`config.mk`:
```
export PLATFORM = sky130hd
export DESIGN_NAME = proc_run_ctrl
export DESIGN_NICKNAME = d
export VERILOG_FILES = /design/src/rtl/proc_run_pkg.sv /design/src/rtl/sat_counter.sv /design/src/rtl/proc_run_ctrl.sv
export SDC_FILE = /design/constraint.sdc
export NUM_CORES = 1
export LEC_CHECK = 0
export ABC_CLOCK_PERIOD_IN_PS = 2950
export BUFFER_PORTS_ARGS = -buffer_cell sky130_fd_sc_hd__buf_4
export CORE_UTILIZATION = 55
export DETAILED_ROUTE_END_ITERATION = 10
export PLACE_DENSITY_LB_ADDON = 0.2
export REMOVE_ABC_BUFFERS = 1
export SYNTH_ARGS = -nofsm -noshare
export SYNTH_HDL_FRONTEND = slang
export SYNTH_SLANG_ARGS = --single-unit
```
`constraint.sdc`:
```
create_clock -name clock -period 2.95 [get_ports clock]
set_input_delay 0.4425 -clock clock [delete_from_list [all_inputs] [get_ports clock]]
set_output_delay 0.4425 -clock clock [all_outputs]
set_load 0.02 [all_outputs]
```
`src/rtl/proc_run_pkg.sv`:
```
// Shared state encoding and default sizing for the processor reset-then-run controller.
package proc_run_pkg;

  localparam int unsigned DEF_CNT_W      = 16;
  localparam int unsigned DEF_RST_CYCLES = 2;
  localparam int unsigned DEF_RUN_CYCLES = 7;

  typedef enum logic [1:0] {
    ST_IDLE = 2'd0,
    ST_RST  = 2'd1,
    ST_RUN  = 2'd2,
    ST_DONE = 2'd3
  } state_e;

endpackage

```
`src/rtl/sat_counter.sv`:
```
// Up-counter with synchronous clear (priority) and enable; holds at all-ones instead of wrapping.
module sat_counter #(
  parameter int unsigned W = 16
) (
  input  logic         clk_i,
  input  logic         clr_i,
  input  logic         en_i,
  output logic [W-1:0] q_o
);

  localparam logic [W-1:0] MAX_VAL = '1;

  logic [W-1:0] cnt_q;

  always_ff @(posedge clk_i) begin
    if (clr_i) begin
      cnt_q <= '0;
    end else if (en_i && (cnt_q != MAX_VAL)) begin
      cnt_q <= cnt_q + W'(1);
    end
  end

  assign q_o = cnt_q;

endmodule

```
`src/rtl/proc_run_ctrl.sv`:
```
// Holds the cores in reset for a fixed time, releases them for a measured run window,
// and counts run cycles and per-core zero-flag cycles.
module proc_run_ctrl
  import proc_run_pkg::*;
#(
  parameter int unsigned NUM_CH     = 1,
  parameter int unsigned CNT_W      = DEF_CNT_W,
  parameter int unsigned RST_CYCLES = DEF_RST_CYCLES,
  parameter int unsigned RUN_CYCLES = DEF_RUN_CYCLES
) (
  input  logic                     clock,
  input  logic                     reset,
  input  logic                     start,
  input  logic [CNT_W-1:0]         run_len,
  input  logic [NUM_CH-1:0]        zero_in,
  output logic                     core_reset,
  output logic                     core_run,
  output logic                     busy,
  output logic                     done,
  output logic [CNT_W-1:0]         cycle_count,
  output logic [NUM_CH*CNT_W-1:0]  zero_count,
  output logic [NUM_CH-1:0]        zero_seen
);

  localparam logic [CNT_W-1:0] RST_LAST = CNT_W'(RST_CYCLES - 1);
  localparam logic [CNT_W-1:0] RUN_DEF  = CNT_W'(RUN_CYCLES);

  state_e              state_q;
  logic [CNT_W-1:0]    timer_q;
  logic [CNT_W-1:0]    len_q;
  logic                core_reset_q;
  logic                core_run_q;
  logic                busy_q;
  logic                done_q;
  logic [NUM_CH-1:0]   zero_seen_q;

  logic                accept;
  logic                in_run;
  logic                cnt_clr;
  logic [CNT_W-1:0]    eff_len;

  assign accept  = start && ((state_q == ST_IDLE) || (state_q == ST_DONE));
  assign in_run  = (state_q == ST_RUN);
  assign cnt_clr = reset || accept;
  assign eff_len = (run_len == '0) ? RUN_DEF : run_len;

  // Sequencer: timer_q counts clocks within the current RST or RUN phase.
  always_ff @(posedge clock) begin
    if (reset) begin
      state_q      <= ST_IDLE;
      timer_q      <= '0;
      len_q        <= '0;
      core_reset_q <= 1'b1;
      core_run_q   <= 1'b0;
      busy_q       <= 1'b0;
      done_q       <= 1'b0;
      zero_seen_q  <= '0;
    end else begin
      if (in_run) begin
        zero_seen_q <= zero_seen_q | zero_in;
      end
      case (state_q)
        ST_IDLE, ST_DONE: begin
          if (start) begin
            state_q      <= ST_RST;
            timer_q      <= '0;
            len_q        <= eff_len;
            zero_seen_q  <= '0;
            core_reset_q <= 1'b1;
            core_run_q   <= 1'b0;
            busy_q       <= 1'b1;
            done_q       <= 1'b0;
          end
        end
        ST_RST: begin
          if (timer_q == RST_LAST) begin
            state_q      <= ST_RUN;
            timer_q      <= '0;
            core_reset_q <= 1'b0;
            core_run_q   <= 1'b1;
          end else begin
            timer_q <= timer_q + CNT_W'(1);
          end
        end
        ST_RUN: begin
          if (timer_q == (len_q - CNT_W'(1))) begin
            state_q      <= ST_DONE;
            timer_q      <= '0;
            core_reset_q <= 1'b1;
            core_run_q   <= 1'b0;
            busy_q       <= 1'b0;
            done_q       <= 1'b1;
          end else begin
            timer_q <= timer_q + CNT_W'(1);
          end
        end
        default: begin
          state_q <= ST_IDLE;
        end
      endcase
    end
  end

  sat_counter #(.W(CNT_W)) u_cycle_cnt (
    .clk_i (clock),
    .clr_i (cnt_clr),
    .en_i  (in_run),
    .q_o   (cycle_count)
  );

  for (genvar i = 0; i < NUM_CH; i++) begin : g_zero
    sat_counter #(.W(CNT_W)) u_zero_cnt (
      .clk_i (clock),
      .clr_i (cnt_clr),
      .en_i  (in_run && zero_in[i]),
      .q_o   (zero_count[i*CNT_W +: CNT_W])
    );
  end

  assign core_reset = core_reset_q;
  assign core_run   = core_run_q;
  assign busy       = busy_q;
  assign done       = done_q;
  assign zero_seen  = zero_seen_q;

endmodule

```
==> out/results.txt, run 1 <==
Clock latency on the worst-skew pair: 350 ps
CP Launch Point: len_q[3]$_SDFFE_PP0P_
CTS root buf: clkbuf_8
Worst-Margin Slew: 795 ps
Most common cell in the synthesized netlist: dfxtp_1
DR WL/cell: 14.7 um
Die Footprint: 7340 um2
Initial drt markers: 143
Worst path max stage delay: 540 ps
Mean Syn Cell Area: 8.09 um2
Reg2Reg Setup Slack: 150 ps
Setup TNS: 0 ps
Dpl ws: 90.0 ps
Cell count after synthesis: 476
Pleak: 1.84 nW
Clock group share of total power: 28.6%
Logic pwr share: 37.0%
Crit path cell chain: or4_4 -> or3_1 -> a21o_1 -> a2111oi_4 -> a41oi_4 -> o2111a_1 -> a221o_1
Max H-tree Level: 3
Synth cell types: 52
Reg2reg start: len_q[3]$_SDFFE_PP0P_
Pin count of the biggest net entering global routing: 20
Die height: 85.7 um
Minimum clock period: 2800 ps
Synth top area share: 36.9%
Critical path type: reg2reg
Port Buffers: 56
Post-route DRC: 0
Fin. Hold Viols: 0
CP endpoint: timer_q[15]$_SDFFE_PP0P_
NetSw: 1.24 mW
Layout cells sized above 1: 17.6%
Clock Skews: 7.56 ps
Worst vdd ir: 0.500 mV
Internal power: 2.14 mW
Reg2reg path depth: 7
Vias in the first global route: 3,304
Largest cells by area after synthesis: dfxtp_1 (37%), nor2_1 (5.6%), xor2_1 (4.8%)
Die X: 85.7 um
Required @ worst endpoint: 3190 ps
Sw Share: 36.8%
Synthesis Warnings: 0
CP Launch Type: flip-flop
Clk buf depth: 2
Slew Limit Fails: 0
Flop pwr share: 34.4%
Max-cap violations: 0
Status: complete, no violations
Initial antenna violation count: 0
I/O pin count: 57
Final core area utilization: 68.7%
Max Fanout on Critical Path: 7
CTS tree: done
Fin crit share: 94.9%
Worst-path clk slew: 80 ps
Layout Nets: 562
Area Overhead vs Synth: 21.1%
Fmax: 0.357 GHz
FFs w/ async S/R, synth: 0%
Max-slew headroom: 47.0%
Starting Density: 56.7%
Synthesized area: 3850 um2
Global-route wire length before repair: 15,200 um
N_diodes: 0
Grt ovf: 0
Row count: 30
Final Wtd Congestion: 0.827
Placed insts: 617
Critical Path AT: 3040 ps
Fill cells: 574
Post-CTS Hold Fix Bufs: 0
Clock sink count: 71
WL final: 9360 um
Most instantiated cells after synthesis: dfxtp_1 (71), nor2_1 (57), nand2_1 (48), o21ai_0 (26), clkbuf_1 (23)
Worst R2R End: timer_q[15]$_SDFFE_PP0P_
Aggregate global-route resource usage: 25.7%
DR vias/cell: 5.78
Slowest CP cell: or4_4
Yosys reg bits: 71
Ys flop type: dfxtp_1
Core Area: 6790 um2
Cell taking the most area after synthesis: dfxtp_1
Sequential share of the synthesized area: 36.9%
CTS Buf Count: 9
Number of flops mapped to enable cells by yosys: 0
Routed Antenna Nets: 0
First-pass DRT Iterations: 5
Via count: 3,673
Non-Filler Instances: 635
Crit path capture type: flip-flop
Setup Viol. Count Final: 0
Hold Path Class: in2reg
DP HPWL: 6840 um
Worst setup margin: 150 ps
Power Density: 724 nW/um2
==> how the worst min path moves through the flow <==
stage                                from                endpoint  slack, ps  cells after the start
floorplan           len_q[1]$_SDFFE_PP0P_   len_q[1]$_SDFFE_PP0P_        460                      2
global placement     zero_seen$_SDFF_PP0_    zero_seen$_SDFF_PP0_        460                      2
detailed placement   zero_seen$_SDFF_PP0_    zero_seen$_SDFF_PP0_        460                      2
CTS                            run_len[9]   len_q[9]$_SDFFE_PP0P_        300                      3
global route                  run_len[13]  len_q[13]$_SDFFE_PP0P_        310                      2
finish                         run_len[9]   len_q[9]$_SDFFE_PP0P_        300                      3
==> logic make-up (layout without fill, tap and decap cells) <==
family | count (synthesis) | in the layout | synth area share, %
compound gates | 96 | 97 | 18.2
xor+xnor | 41 | 41 | 9.32
flops | 71 | 71 | 36.9
mux | 2 | 2 | 0.520
fa+ha+maj | 8 | 8 | 2.60
simple gates | 217 | 217 | 28.4
buf+inv | 41 | 103 | 4.03
==> power groups by stage <==
stage               Clock, mW  Combinational, mW  Sequential (mW)
global route             1.02               1.36             1.18
detailed placement          0               1.20             1.19
global placement            0               1.16             1.18
CTS                     0.969               1.20             1.16
finish                  0.965               1.25             1.16
floorplan                   0              0.800             1.19
==> cell type report <==
cell class	count	area [um2]	share of cell area (%)
clock inverter	6	116	2.49
multi-input combinational	365	2290	49.1
timing repair buffer	70	526	11.3
sequential	71	1420	30.5
tap	96	120	2.57
inverter	17	63.8	1.37
clock buffer	10	128	2.74
==> sequential cells by signal, summed over array words and instances, names as in the netlist <==
signal,count
len_q,16
u_cycle_cnt.q_o,16
timer_q,16
state_q,2
done,1
g_zero.u_zero_cnt.q_o,16
core_run,1
core_reset,1
busy,1
zero_seen,1
==> stage by stage <==
stage / area [um2] / total power [mW] / hold slack, ps
after CTS: 4640 / 3.33 / 295
after detailed placement: 4400 / 2.38 / 460
after global routing: 4670 / 3.56 / 307
final: 4670 / 3.38 / 300
after floorplan: 3760 / 1.99 / 462
after global placement: 4400 / 2.35 / 458
==> cells in the final DEF, fill, tap and decap left out, types with 4 or more instances in the layout <==
master	netlist	layout
ha_1	8	8
inv_1	17	17
o21ai_0	26	25
dfxtp_1	71	71
and3_1	6	6
or2_2	4	4
nor2_1	57	57
a22o_1	10	10
clkbuf_8	0	9
a31oi_1	4	4
nor4_1	12	12
xor2_1	21	21
nand2b_1	4	4
nand4_1	15	15
and4_1	4	4
o221ai_1	8	8
nand3_1	19	19
nand2_1	48	48
nor3_1	10	10
and2_1	7	7
a21oi_1	18	18
nor2b_1	10	10
xnor2_1	20	20
a211oi_1	4	4
buf_4	0	70
or3_1	12	12
==> worst max-delay path: cells and delay by family, from the launching register on <==
| family | cells | cell delay (ps) |
|---|---|---|
| simple gates | 2 | 880 |
| compound gates | 5 | 1440 |
| flops | 1 | 370 |
==> metal layers <==
metal	wire, um	GRT usage (%)	vias up
met3	432	4.14	17
met4	142	9.24	0
met2	4550	43.4	106
met1	4230	33.3	1726
li1	-	-	1824
met5	0	0	-
==> repair_timing <==
action                     in CTS  in global routing
buffers inserted                0                  1
setup endpoints to repair       0                  7
gates resized for setup         0                  1
Note: power is estimated with default switching activity, not from simulation.
==> run 2: changes to the inputs <==
--- a/config.mk
+++ b/config.mk
@@ -5,6 +5,7 @@
 export SDC_FILE = /design/constraint.sdc
 export NUM_CORES = 1
 export LEC_CHECK = 0
+export ABC_AREA = 1
 export ABC_CLOCK_PERIOD_IN_PS = 2950
 export BUFFER_PORTS_ARGS = -buffer_cell sky130_fd_sc_hd__buf_4
 export CORE_UTILIZATION = 55
==> run 2 against run 1 <==
Against the previous run: worst hold slack improved by 29 ps; sequential share of layout area fell by 1.6 points; total power rose by 3.3%; clock power fell by 12%; combinational power rose by 18%.
==> out/results.txt, run 2 <==
Sequential share of the synthesized area: 33.6% (-3.3 points)
Port Buffers: 56 (unchanged)
Reg2reg start: state_q[0]$_SDFFE_PP0P_
Cell count after synthesis: 623 (+31%)
Post-Synth XOR/XNOR Area: 5.18% (-4.1 points)
Area post-placement: 4700 um2 (+6.8%)
CTS root buf: clkbuf_8
Fin. Hold Viols: 0 (unchanged)
CP Launch Type: flip-flop
Clock Skews: 14.2 ps (+6.60 ps)
Max Fanout on Critical Path: 33 (+26)
Critical Path AT: 2440 ps (-600 ps)
Global-route wire length before repair: 16,500 um (+8.7%)
Core Area: 7330 um2 (+7.9%)
Synth Area in Compound Gates: 11.5% (-6.7 points)
Die Footprint: 8040 um2 (+9.5%)
Fin crit share: 73.3% (-22 points)
FFs w/ async S/R, synth: 0% (unchanged)
Minimum clock period: 2160 ps (-638 ps)
Starting Density: 57.7% (+0.99 points)
DR vias/cell: 5.36 (-7.3%)
Post-route DRC: 0 (unchanged)
Setup TNS: 0 ps (unchanged)
Logic pwr share: 42.5% (+5.5 points)
Die X: 89.7 um (+4.7%)
CTS Buf Count: 9 (unchanged)
Die height: 89.7 um (+4.7%)
Fmax: 0.463 GHz (+30%)
Internal power: 2.01 mW (-5.8%)
Most common cell in the synthesized netlist: nand2_1
N_diodes: 0 (unchanged)
Synthesized area: 4230 um2 (+9.8%)
Via count: 4,183 (+14%)
Total chip power: 3.49 mW (+3.3%)
Post-CTS sizing: 0 (unchanged)
Status: complete, no violations
Initial drt markers: 289 (+100%)
Post-CTS Hold Fix Bufs: 0 (unchanged)
Post-Synth Simple-Gate Area: 37.8% (+9.4 points)
Number of flops mapped to enable cells by yosys: 0 (unchanged)
Area Overhead vs Synth: 16.3%
Unrepaired setup endpoints after global routing: false
Layout Nets: 704 (+25%)
Clk buf depth: 2 (unchanged)
Mean Syn Cell Area: 6.79 um2 (-16%)
Worst vdd ir: 0.663 mV (+32%)
Pleak: 2.14 nW (+16%)
Clock latency on the worst-skew pair: 350 ps (about the same)
Multiplexer area fraction after synthesis: 0% (-0.52 points)
Largest family of logic cells by synthesized area: simple AND/OR/NAND/NOR gates
Placed insts: 764 (+24%)
WL final: 9960 um (+6.5%)
Commonest non-fill, non-tap cells in the layout: nand2_1 (148), inv_1 (73), dfxtp_1 (71)
Max H-tree Level: 3 (unchanged)
Sw Share: 42.3% (+5.5 points)
Most common cell after layout, fill and taps aside: nand2_1
Aggregate global-route resource usage: 26.5% (+0.80 points)
Layout cells sized above 1: 19.4% (+1.8 points)
Max-slew headroom: 54.3% (+7.3 points)
Critical path type: reg2reg
Hold_sp: run_len[13]
Most instantiated cells after synthesis: nand2_1 (148), inv_1 (73), dfxtp_1 (71), nor2_1 (54), nand3_1 (53)
Flop pwr share: 33.0% (-1.4 points)
Yosys reg bits: 71 (unchanged)
Fill cells: 644 (+12%)
CTS tree: done
Max-cap violations: 0 (unchanged)
Setup Buffers After CTS: 0 (unchanged)
Clock group share of total power: 24.5% (-4.1 points)
Required @ worst endpoint: 3230 ps (+40 ps)
CP Launch Point: state_q[0]$_SDFFE_PP0P_
Setup Viol. Count Final: 0 (unchanged)
I/O pin count: 57 (unchanged)
Slew Limit Fails: 0 (unchanged)
Synthesis Warnings: 0 (unchanged)
Worst-path clk slew: 80 ps (about the same)
Largest cells by area after synthesis: dfxtp_1 (34%), nand2_1 (13%), inv_1 (6.5%)
Power Density: 709 nW/um2 (-2.0%)
Cell taking the most area after synthesis: dfxtp_1
Non-Filler Instances: 780 (+23%)
NetSw: 1.48 mW (+19%)
Row count: 31 (+3.3%)
Crit path capture type: flip-flop
Vias in the first global route: 3,727 (+13%)
Ys flop type: dfxtp_1
Grt ovf: 0 (unchanged)
Clock sink count: 71 (unchanged)
First-pass DRT Iterations: 6 (+1)
Worst-Margin Slew: 683 ps (-112 ps)
Initial antenna violation count: 0 (unchanged)
Post-Synth Adder-Cell Area: 2.37% (-0.23 points)
Hold Path Class: in2reg
Synth top area share: 33.6% (-3.3 points)
Routed Antenna Nets: 0 (unchanged)
Final Wtd Congestion: 0.915 (+11%)
Synth cell types: 39 (-25%)
Final instance area: 4920 um2 (+5.4%)
DR WL/cell: 12.8 um (-13%)
DP HPWL: 7440 um (+8.8%)
Hold WS: 329 ps (+29.4 ps)
Pin count of the biggest net entering global routing: 34 (+70%)
## run 2: cell count changes in the layout (fill, tap and decap cells not counted), sizes merged, moves of 11 or more
cell   before  now
or3        12    0
nor2       57   69
a21oi      18   48
nand2      48  161
inv        19   79
buf        70   59
nand3      19   61
xnor2      20    3
## run 2: final cells by class
class	count	area (um2)	share of cell area (%)
clock inverter	7	95.1	1.93
tap	99	124	2.52
timing repair buffer	59	443	9.01
inverter	81	304	6.18
sequential	71	1420	28.9
multi-input combinational	454	2410	48.9
clock buffer	9	124	2.52
## run 2: final timing paths
kind,endpoint,slack (ps),depth (start not counted)
max,g_zero[0].u_zero_cnt.q_o[7]$_SDFFE_PP0P_,790,8
min,len_q[13]$_SDFFE_PP0P_,330,3
max reg2reg,g_zero[0].u_zero_cnt.q_o[7]$_SDFFE_PP0P_,790,8
min reg2reg,len_q[15]$_SDFFE_PP0P_,470,2
## run 2: cells by family after synthesis
family | after synthesis
AOI/OAI and AO/OA | 84
xor gates and xnor gates | 25
adders and majority gates | 8
buffers and inverters | 98
DFF | 71
and+or+nand+nor | 337
## run 2: power by group through the flow
stage                     Combinational [mW]  Clock [mW]  Sequential (mW)
after floorplan                         1.06           0             1.19
after global placement                  1.43           0             1.17
after detailed placement                1.47           0             1.17
after CTS                               1.48       0.867             1.15
after global routing                    1.68       0.909             1.16
final                                   1.48       0.854             1.15
## run 2: through the flow
| stage | utilization (%) | setup WS [ps] |
|---|---|---|
| floorplan | - | 212 |
| global placement | 64.1 | 880 |
| detailed placement | 64.1 | 839 |
| CTS | 67.1 | 832 |
| global route | 67.1 | 590 |
| finish | 67.1 | 789 |
## run 2: worst max-delay path, cell delays in order, from the launching register on
cell and delay (ps):
dfxtp_1 360, inv_1 70, ha_1 330, nand2_1 220, inv_1 300, nor2_2 180
buf_4 330, o21ai_0 160, a21oi_1 140
## run 2: metal layers
layer  global-route usage [%]  wire [um]
met3                     6.67        544
met2                     43.6       4680
met5                        0          0
met1                     33.5       4480
met4                     10.1        264
